==> config.mk <==
export PLATFORM = sky130hd
export DESIGN_NAME = pc_fetch_ctrl
export DESIGN_NICKNAME = d
export VERILOG_FILES = /design/src/rtl/pc_fetch_pkg.sv /design/src/rtl/pc_fetch_ctrl_add.sv /design/src/rtl/pc_fetch_ctrl.sv
export SDC_FILE = /design/constraint.sdc
export NUM_CORES = 1
export LEC_CHECK = 0
export CAP_MARGIN = 0
export CELL_PAD_IN_SITES_DETAIL_PLACEMENT = 1
export CELL_PAD_IN_SITES_GLOBAL_PLACEMENT = 1
export CORE_MARGIN = 2
export CORE_UTILIZATION = 32
export CTS_CLUSTER_SIZE = 28
export DETAILED_ROUTE_END_ITERATION = 12
export GPL_ROUTABILITY_DRIVEN = 0
export PLACE_DENSITY_LB_ADDON = 0.1
export SETUP_SLACK_MARGIN = 0.05
export SYNTH_ARGS = -nofsm -noshare
export SYNTH_HDL_FRONTEND = slang
export SYNTH_SLANG_ARGS = --single-unit
export TNS_END_PERCENT = 5
==> constraint.sdc <==
create_clock -name Clock -period 4 [get_ports Clock]
set_input_delay 0.8 -clock Clock [delete_from_list [all_inputs] [get_ports Clock]]
set_output_delay 0.8 -clock Clock [all_outputs]
set_load 0.02 [all_outputs]
==> src/rtl/pc_fetch_pkg.sv <==
// Shared types and constants for the fetch sequencer.
// Latency: n/a (declarations only).
// Backpressure: n/a (declarations only).
package pc_fetch_pkg;

  // Fetch sequencer states. The squash flag travels alongside WAIT.
  typedef enum logic [1:0] {
    ISSUE = 2'd0,
    WAIT  = 2'd1,
    HOLD  = 2'd2
  } fetch_state_e;

  // Every instruction is one 32-bit word.
  localparam logic [31:0] INSTR_BYTES = 32'd4;

  // PC value loaded on reset unless the instance overrides it.
  localparam logic [31:0] DEFAULT_RESET_VECTOR = 32'h0000_0000;

  // Clears the byte-offset bits of an address to force word alignment.
  localparam logic [31:0] ALIGN_MASK = ~(INSTR_BYTES - 32'd1);

endpackage

==> src/rtl/pc_fetch_ctrl_add.sv <==
// Plain modulo adder used for the PC increment.
// Latency: combinational, zero cycles.
// Backpressure: none; pure datapath.
module pc_fetch_ctrl_add #(
  parameter int Width = 32
) (
  input  logic [Width-1:0] a,
  input  logic [Width-1:0] b,
  output logic [Width-1:0] sum
);

  // Carry out is intentionally dropped so the result wraps modulo 2^Width.
  assign sum = a + b;

endmodule

==> src/rtl/pc_fetch_ctrl.sv <==
// Owns the PC, issues one instruction fetch at a time and holds the result for decode.
// Latency: grant -> response -> InstrValid the following cycle; 3 cycles per instruction minimum.
// Backpressure: Stall holds the instruction in HOLD; no new request is issued until it is consumed.
// Optional feature: define PC_FETCH_CTRL_ALIGN_CHECK_EN to reject misaligned redirects and pulse AlignFault.
module pc_fetch_ctrl
  import pc_fetch_pkg::*;
#(
  parameter logic [31:0] ResetVector = DEFAULT_RESET_VECTOR
) (
  input  logic        Clock,
  input  logic        Reset,
  input  logic        Stall,
  input  logic        RedirectValid,
  input  logic [31:0] RedirectTarget,
  output logic        IMemReq,
  output logic [31:0] IMemAddr,
  input  logic        IMemGnt,
  input  logic        IMemRespValid,
  input  logic [31:0] IMemRdata,
  output logic        InstrValid,
  output logic [31:0] Instr,
  output logic [31:0] InstrPC,
  output logic [31:0] PC,
  output logic        AlignFault
);

  fetch_state_e state_q, state_d;
  logic         squash_q, squash_d;
  logic [31:0]  pc_q, pc_d;
  logic [31:0]  instr_q;
  logic [31:0]  instr_pc_q;
  logic         capture;
  logic [31:0]  pc_plus4;

  // Accepted redirect and its effective target after alignment handling.
  logic         redir;
  logic [31:0]  redir_tgt;

`ifdef PC_FETCH_CTRL_ALIGN_CHECK_EN
  logic misaligned;
  logic align_fault_q;

  assign misaligned = (RedirectTarget[1:0] != 2'b00);
  // A misaligned redirect is dropped entirely, as if it never arrived.
  assign redir      = RedirectValid && !misaligned;
  assign redir_tgt  = RedirectTarget;

  // Single-cycle fault pulse in the cycle after a rejected redirect.
  always_ff @(posedge Clock) begin
    if (Reset) begin
      align_fault_q <= 1'b0;
    end else begin
      align_fault_q <= RedirectValid && misaligned;
    end
  end

  assign AlignFault = align_fault_q;
`else
  // Low address bits are silently cleared so the PC stays word aligned.
  assign redir      = RedirectValid;
  assign redir_tgt  = RedirectTarget & ALIGN_MASK;
  assign AlignFault = 1'b0;
`endif

  pc_fetch_ctrl_add #(
    .Width (32)
  ) u_pc_add (
    .a   (pc_q),
    .b   (INSTR_BYTES),
    .sum (pc_plus4)
  );

  // Next-state logic; a redirect outranks grant, response and stall in every state.
  always_comb begin
    state_d  = state_q;
    squash_d = squash_q;
    pc_d     = pc_q;
    capture  = 1'b0;
    case (state_q)
      ISSUE: begin
        if (redir) begin
          pc_d = redir_tgt;
          if (IMemGnt) begin
            // The granted request is for the old PC; its data must be dropped.
            state_d  = WAIT;
            squash_d = 1'b1;
          end
        end else if (IMemGnt) begin
          state_d = WAIT;
        end
      end
      WAIT: begin
        if (redir) begin
          pc_d = redir_tgt;
          if (IMemRespValid) begin
            // Response for the stale request lands now; nothing left in flight.
            state_d  = ISSUE;
            squash_d = 1'b0;
          end else begin
            squash_d = 1'b1;
          end
        end else if (IMemRespValid) begin
          if (squash_q) begin
            state_d  = ISSUE;
            squash_d = 1'b0;
          end else begin
            capture = 1'b1;
            pc_d    = pc_plus4;
            state_d = HOLD;
          end
        end
      end
      HOLD: begin
        if (redir) begin
          pc_d    = redir_tgt;
          state_d = ISSUE;
        end else if (!Stall) begin
          state_d = ISSUE;
        end
      end
      default: begin
        state_d  = ISSUE;
        squash_d = 1'b0;
      end
    endcase
  end

  // State, PC and held-instruction registers.
  always_ff @(posedge Clock) begin
    if (Reset) begin
      state_q    <= ISSUE;
      squash_q   <= 1'b0;
      pc_q       <= ResetVector;
      instr_q    <= 32'h0;
      instr_pc_q <= 32'h0;
    end else begin
      state_q  <= state_d;
      squash_q <= squash_d;
      pc_q     <= pc_d;
      if (capture) begin
        instr_q    <= IMemRdata;
        instr_pc_q <= pc_q;
      end
    end
  end

  // All outputs come from registers or a decode of the state register.
  assign IMemReq    = (state_q == ISSUE);
  assign IMemAddr   = pc_q;
  assign InstrValid = (state_q == HOLD);
  assign Instr      = instr_q;
  assign InstrPC    = instr_pc_q;
  assign PC         = pc_q;

endmodule

==> results.md, run 1 <==
* Synth Area in Compound Gates at 0.1858
* Kind of critical path: in2reg
* Worst path max stage delay at 0.60 ns
* Number of antenna repair diodes at 0
* Total CTS buffers at 9
* Worst r2r src: IMemAddr[2]
* WL final at 15980 um
* # IOs at 201
* Worst path required time at 4.27 ns
* WHS at 0.4550 ns
* Ys flop type: dfxtp_1
* Post-synthesis simple-gate area fraction at 0.2674
* # placed instances at 905
* Worst path top cell family by delay: simple AND/OR/NAND/NOR gates
* Distinct cell type count after synthesis at 59
* Final hold violation count at 0
* GRT Total Usage at 0.2015
* Cell Int Power at 1.667 mW
* CTS Hold Buffers Added at 0
* Initial antenna violation count at 0
* Num Clock Sinks at 95
* Die ar. at 0.01565 mm2
* Vias in the first global route at about 5000
* Largest family of logic cells by synthesized area: simple AND/OR/NAND/NOR gates
* Initial DRC count at 262
* P per Cell Area at 343.7 mW/mm2
* Flop pwr share at 0.453
* Layout cell share with drive strength beyond 1 at 0.05027
* CP endpoint kind: flip-flop
* Core area at 0.01442 mm2
* Hold crit path type: reg2reg
* FF+latch count, synth at 95
* GRT overflow at 0
* Residual DRC at 0
* CP Max Fanout at 40
* Number of flops mapped to enable cells by yosys at 0
* Buffers & Inverters on Critical Path at 2
* FF/Latch Area at 0.001902 mm2
* Final min period at 2.735 ns
* Clk pwr share at 0.368
* Post-cts resize count at 0
* Slew Limit Fails at 0
* Worst-path clk slew at approximately 0.070 ns
* Worst path slowest cell: clkdlybuf4s50_1
* First-pass GRT wire length at 25850 um
* Sequential area share after synthesis at 0.4052
* DR pass1 iterations at 4
* Max Cap Viol at 0
* Area delta synth->final at 43.11%
* Leakage at between 2 and 2.5 nW
* Switching Share at 0.2780
* Max transition margin at 0.4299
* Post-Syn Area at 0.004693 mm2
* Status: finished clean
* Area of placed instances at 0.006436 mm2
* Post-CTS setup buffer count at 0
* Final Instance Count excl. Fillers at 920
* Mapped Cells at 598
* Post-synthesis xor/xnor area fraction at 0
* Logic gate share of total power at 0.178
* RSZ-0062 raised after global routing: no
* Worst slew pin tran at 0.8476 ns
* Routed WL per cell at 17.37 um
* Post-route ant nets at 0
* H-tree Lvls at 3
* Clock skew after layout at 0.006291 ns
* Crit path cell chain: clkdlybuf4s50_1, nor4b_1, and2_2, buf_12, nand2_1, a21oi_1
* Critical Path Start: RedirectValid
* Avg Cell Area, Syn at 7.848 um2
* CTS Buffer Depth at 2
* Async S/R FF share, synth at 0
* Worst Path Arrival at 3.00 ns
* Max Freq at 365.7 MHz
* Post-Synth Adder-Cell Area at 0.002666
* Hold path startpoint: InstrPC[5]
* Die W at around 130 um
* CTS tree: yes
* Pwr Total at approximately 2.3 mW
* Final setup fails at 0
* Hpwl dp at 11120 um
* Yosys warns at 0
* Multi-input gate area at around 0.0023 mm2
* Final instance area at 0.006716 mm2
* TNS Setup at 0 ns
* FILL cells at 1708
* Worst VDD drop at 0.2172 mV
* Clock root cell: clkbuf_16
* Layout Nets at 803
* Net switching power at 641.7 uW
* Vias at 4886
* Worst-Skew Late Latency at 0.35 ns
* # rows at 44
* Vias per inst at 5.311
* Initial core utilization at 0.3254
* Crit share post-route at 0.6837
* Largest net degree at the start of global routing at 59
* Multiplexer share of the synthesized area at 0.02399
* Die H at 125.1 um
* Buffers on Ports at 191
* Critical Path Start Type: primary input
[Yosys cell counts, types with 3 or more instances]
| master | number | area (um2) |
|---|---|---|
| or4b_1 | 5 | 50.05 |
| nand2_1 | 142 | 533.0 |
| buf_2 | 5 | 25.02 |
| nor2_1 | 18 | 67.56 |
| a22oi_1 | 3 | 22.52 |
| buf_6 | 6 | 67.56 |
| nand2b_1 | 5 | 31.28 |
| inv_1 | 8 | 30.03 |
| nand4_1 | 8 | 50.05 |
| mux2i_1 | 9 | 90.09 |
| and2_1 | 15 | 93.84 |
| o32ai_1 | 4 | 35.03 |
| nor3_1 | 10 | 50.05 |
| a311oi_1 | 3 | 26.28 |
| a21oi_1 | 80 | 400.4 |
| nor2b_1 | 3 | 18.77 |
| clkbuf_1 | 30 | 112.6 |
| o21ai_0 | 15 | 75.07 |
| or3_1 | 3 | 18.77 |
| and4_1 | 3 | 26.28 |
| nor4_1 | 8 | 50.05 |
| o311ai_0 | 4 | 35.03 |
| o31ai_1 | 3 | 22.52 |
| buf_4 | 37 | 277.8 |
| o21a_1 | 3 | 22.52 |
| o211ai_1 | 4 | 30.03 |
| o31a_1 | 3 | 26.28 |
| dfxtp_1 | 95 | 1902 |
| or4_1 | 7 | 52.55 |
| nor4b_1 | 3 | 26.28 |
| nand3_1 | 10 | 50.05 |
| a31oi_1 | 9 | 56.30 |
| buf_1 | 4 | 15.01 |
[registers in the layout, indices dropped and copies added (netlist names)]
signal	cells
IMemAddr	30
squash_q	1
state_q	2
Instr	32
InstrPC	30
[path summary, 6_finish.rpt]
check | to | slack [ns] | depth (start not counted)
setup / recovery | Instr[8] | 1.27 | 6
hold / removal | InstrPC[5] | 0.46 | 2
setup reg to reg | IMemAddr[28] | 1.38 | 5
hold reg to reg | InstrPC[5] | 0.46 | 2
[layout by cell type (no fill, tap or decap), drive strengths merged, types with 9 or more instances in the layout]
| cell type | n |
|---|---|
| a21oi | 80 |
| a31oi | 9 |
| and2 | 15 |
| buf | 10 |
| clkbuf | 11 |
| clkdlybuf4s50 | 190 |
| dfxtp | 95 |
| mux2i | 9 |
| nand2 | 142 |
| nand3 | 13 |
| nand4 | 10 |
| nor2 | 18 |
| nor3 | 10 |
| o21ai | 15 |
[layout make-up]
type,count,area share
clock buffers,11,0.03465
inverters,8,0.004471
flip-flops and latches,95,0.2832
well taps,184,0.03428
clock inverters,4,0.007079
repair buffers,200,0.2962
multi-input cells,418,0.3402
[worst reg2reg max path, cell delays in order (launching register included)]
cell     delay (ns)
dfxtp_1        0.52
ha_1           0.30
nand3_2        0.20
or4_1          0.77
or4_1          0.58
a41oi_1        0.18
[metal layers]
| metal | vias to the layer above | global-route usage | share of wire |
|---|---|---|---|
| li1 | 2315 | - | - |
| met1 | 2408 | 0.2468 | 0.45 |
| met2 | 150 | 0.3501 | 0.48 |
| met3 | 13 | 0.06804 | 0.062 |
| met4 | 0 | 0.03268 | 0.0075 |
| met5 | - | 0 | 0 |
[stage by stage]
stage,utilization,setup slack [ns]
floorplan,-,1.641
global placement,0.4462,0.9688
detailed placement,0.4462,0.8923
CTS,0.4656,1.237
global route,0.4656,1.040
finish,0.4656,1.265
[power by group through the flow]
stage	Combinational [mW]	Clock, mW	Sequential [mW]
4_1_cts	0.416	0.873	1.05
5_1_grt	0.442	0.905	1.05
3_3_place_gp	0.407	0	1.06
2_1_floorplan	0.209	0	1.08
6_report	0.412	0.850	1.05
3_5_place_dp	0.413	0	1.07
[kinds of logic after synthesis]
family                   after synthesis
AND/OR/NAND/NOR                      254
adder cells (fa/ha/maj)                1
AO/OA/AOI/OAI                        145
other                                  1
flip-flops                            95
multiplexers                          11
buffers and inverters                 91
(Power assumes the default switching activity.)
==> run 2, diff against run 1 <==
--- a/config.mk
+++ b/config.mk
@@ -9,7 +9,7 @@
 export CELL_PAD_IN_SITES_DETAIL_PLACEMENT = 1
 export CELL_PAD_IN_SITES_GLOBAL_PLACEMENT = 1
 export CORE_MARGIN = 2
-export CORE_UTILIZATION = 32
+export CORE_UTILIZATION = 27
 export CTS_CLUSTER_SIZE = 28
 export DETAILED_ROUTE_END_ITERATION = 12
 export GPL_ROUTABILITY_DRIVEN = 0
==> constraint.sdc (replaced) <==
create_clock -name Clock -period 2.4 [get_ports Clock]
set_input_delay 0.48 -clock Clock [delete_from_list [all_inputs] [get_ports Clock]]
set_output_delay 0.48 -clock Clock [all_outputs]
set_load 0.02 [all_outputs]
==> results.md, run 2 (synthesis results as in run 1) <==
* Die ar. at 0.01845 mm2 (was 0.01565 mm2)
* Layout cell share with drive strength beyond 1 at 0.1008 (was 0.05027)
* Largest net degree at the start of global routing at 43 (was 59)
* Slew Limit Fails at 0 (unchanged)
* Worst-Skew Late Latency at 0.35 ns (about the same)
* Commonest cells after routing, fill and taps aside: 190 x clkdlybuf4s50_1, 141 x nand2_1, 94 x dfxtp_1, 80 x a21oi_1, 41 x buf_4 (was 190 x clkdlybuf4s50_1, 141 x nand2_1, 95 x dfxtp_1, 80 x a21oi_1, 18 x nor2_1)
* GRT overflow at 0 (unchanged)
* Core area at 0.01712 mm2 (was 0.01442 mm2)
* Final setup fails at 0 (unchanged)
* Routed WL per cell at 17.07 um (was 17.37 um)
* CP Max Fanout at 8 (was 40)
* GRT Total Usage at 0.1842 (was 0.2015)
* Multi-input gate area at 0.002288 mm2 (was 0.002285 mm2)
* Vias in the first global route at 5165 (was 5004)
* Residual DRC at 0 (unchanged)
* Worst VDD drop at 0.3072 mV (was 0.2172 mV)
* Die H at 135.8 um (was 125.1 um)
* Post-cts resize count at 0 (unchanged)
* Final min period at 2.222 ns
* Layout Nets at 840 (was 803)
* Post-Route M1 WL at 7671 um (was 7143 um)
* Final core utilization at 0.4154 (was 0.4656)
* Initial antenna violation count at 0 (unchanged)
* Vias per inst at 4.904 (was 5.311)
* First-pass GRT wire length at 26790 um (was 25850 um)
* RSZ-0062 raised after global routing: no (unchanged)
* Die W at 135.8 um (was 125.1 um)
* Clock root cell: clkbuf_16 (unchanged)
* Final hold violation count at 0 (unchanged)
* Leakage at 2.429 nW (was 2.235 nW)
* WL met3 at 933 um (was 994 um)
* # rows at 48 (was 44)
* Worst path required time at 1.92 ns (was 4.27 ns)
* Worst path slowest cell: clkdlybuf4s50_1 (unchanged)
* FILL cells at 2019 (was 1708)
* Max transition margin at 0.6603 (was 0.4299)
* Worst slew pin tran at 0.5049 ns (was 0.8476 ns)
* Kind of critical path: reg2out (was in2reg)
* Max Freq at 450.0 MHz
* Number of antenna repair diodes at 0 (unchanged)
* Hold crit path type: reg2reg (unchanged)
* Status: finished clean (unchanged)
* WHS at 0.4543 ns (was 0.4550 ns)
* Buffers on Ports at 191 (unchanged)
* CTS Buffer Depth at 2 (unchanged)
* TNS Setup at 0 ns (unchanged)
* H-tree Lvls at 3 (unchanged)
* Post-CTS setup buffer count at 0 (unchanged)
* CTS Hold Buffers Added at 0 (unchanged)
* # IOs at 201 (unchanged)
* Total CTS buffers at 9 (unchanged)
* Highest Signal Layer: met4 (unchanged)
* CP endpoint kind: output port (was flip-flop)
* Num Clock Sinks at 95 (unchanged)
* DR pass1 iterations at 4 (unchanged)
* Worst-path clk slew at 0.07 ns (about the same)
* Clock skew after layout at 0.006937 ns (was 0.006291 ns)
* Most common cell after layout, fill and taps aside: clkdlybuf4s50_1 (unchanged)
* Crit share post-route at 0.9259
* Max FFs per register at 32 (unchanged)
* Post-route ant nets at 0 (unchanged)
* FF/Latch Area at 0.001903 mm2 (was 0.001902 mm2)
* P per Cell Area at 546.3 mW/mm2 (was 343.7 mW/mm2)
* WL final at 17050 um (was 15980 um)
* Crit path cell chain: inv_1, nor2_1, clkdlybuf4s50_1 (was clkdlybuf4s50_1, nor4b_1, and2_2, buf_12, nand2_1, a21oi_1)
* Area delta synth->final at 51.48% (was 43.11%)
* CTS tree: yes (unchanged)
* Worst Path Arrival at 1.74 ns (was 3.00 ns)
* R2R Setup Slk at 0.23 ns (was 1.38 ns)
* Hpwl dp at 12180 um (was 11120 um)
* Critical Path Start Type: flip-flop (was primary input)
* Worst path max stage delay at 0.63 ns (was 0.60 ns)
* Met2 WL at 8232 um (was 7720 um)
* Initial core utilization at 0.2742 (was 0.3254)
* Initial DRC count at 165 (was 262)
* Vias at 4899 (was 4886)
* Max Cap Viol at 0 (unchanged)
run 2: changes by cell type in the layout (fill, tap and decap cells not counted), sizes merged:
| cell | before | now |
|---|---|---|
| bufinv | 1 | 0 |
| clkinvlp | 1 | 4 |
| buf | 10 | 47 |
| clkbuf | 11 | 10 |
run 2: per-layer routing:
metal,vias to the layer above,global-route usage
li1,2393,-
met1,2353,0.2309
met2,137,0.3168
met3,16,0.03803
met4,0,0.05787
met5,-,0
run 2: cell type report:
class / instances / area share
Inverter: 8 / 0.004224
Multi-Input combinational cell: 418 / 0.3219
Timing Repair Buffer: 237 / 0.3277
Clock buffer: 10 / 0.03221
Tap cell: 225 / 0.03960
Clock inverter: 6 / 0.006688
Sequential cell: 95 / 0.2677
run 2: where the power goes:
part           leakage [nW]  internal (mW)  switching [mW]
Combinational          1.53          0.398           0.401
Sequential            0.773           1.63          0.0693
Clock                 0.121          0.708           0.674
Total                  2.43           2.74            1.14
run 2: worst paths after layout:
kind	startpoint	to	cells after the start
worst min-delay path	Instr[5]	Instr[5]	2
worst max register to register	IMemAddr[3]	IMemAddr[28]	5
worst max-delay path	state_q[1]	InstrValid	3
worst min register to register	Instr[5]	Instr[5]	2
run 2: stage by stage:
stage	area [um2]	cells	worst slack, ns	total power [mW]
after floorplan	4717	604	0.05255	2.153
after global placement	6829	983	0.05283	2.528
after detailed placement	6829	983	0.01042	2.544
after CTS	7106	999	0.06446	3.945
after global routing	7109	999	0.08565	4.054
final	7109	999	0.1780	3.884
run 2: critical path: cells and delay by family (launching register included):
family / cells / cell delay [ns]
buf+inv: 2 / 0.75
flops: 1 / 0.48
simple gates: 1 / 0.17
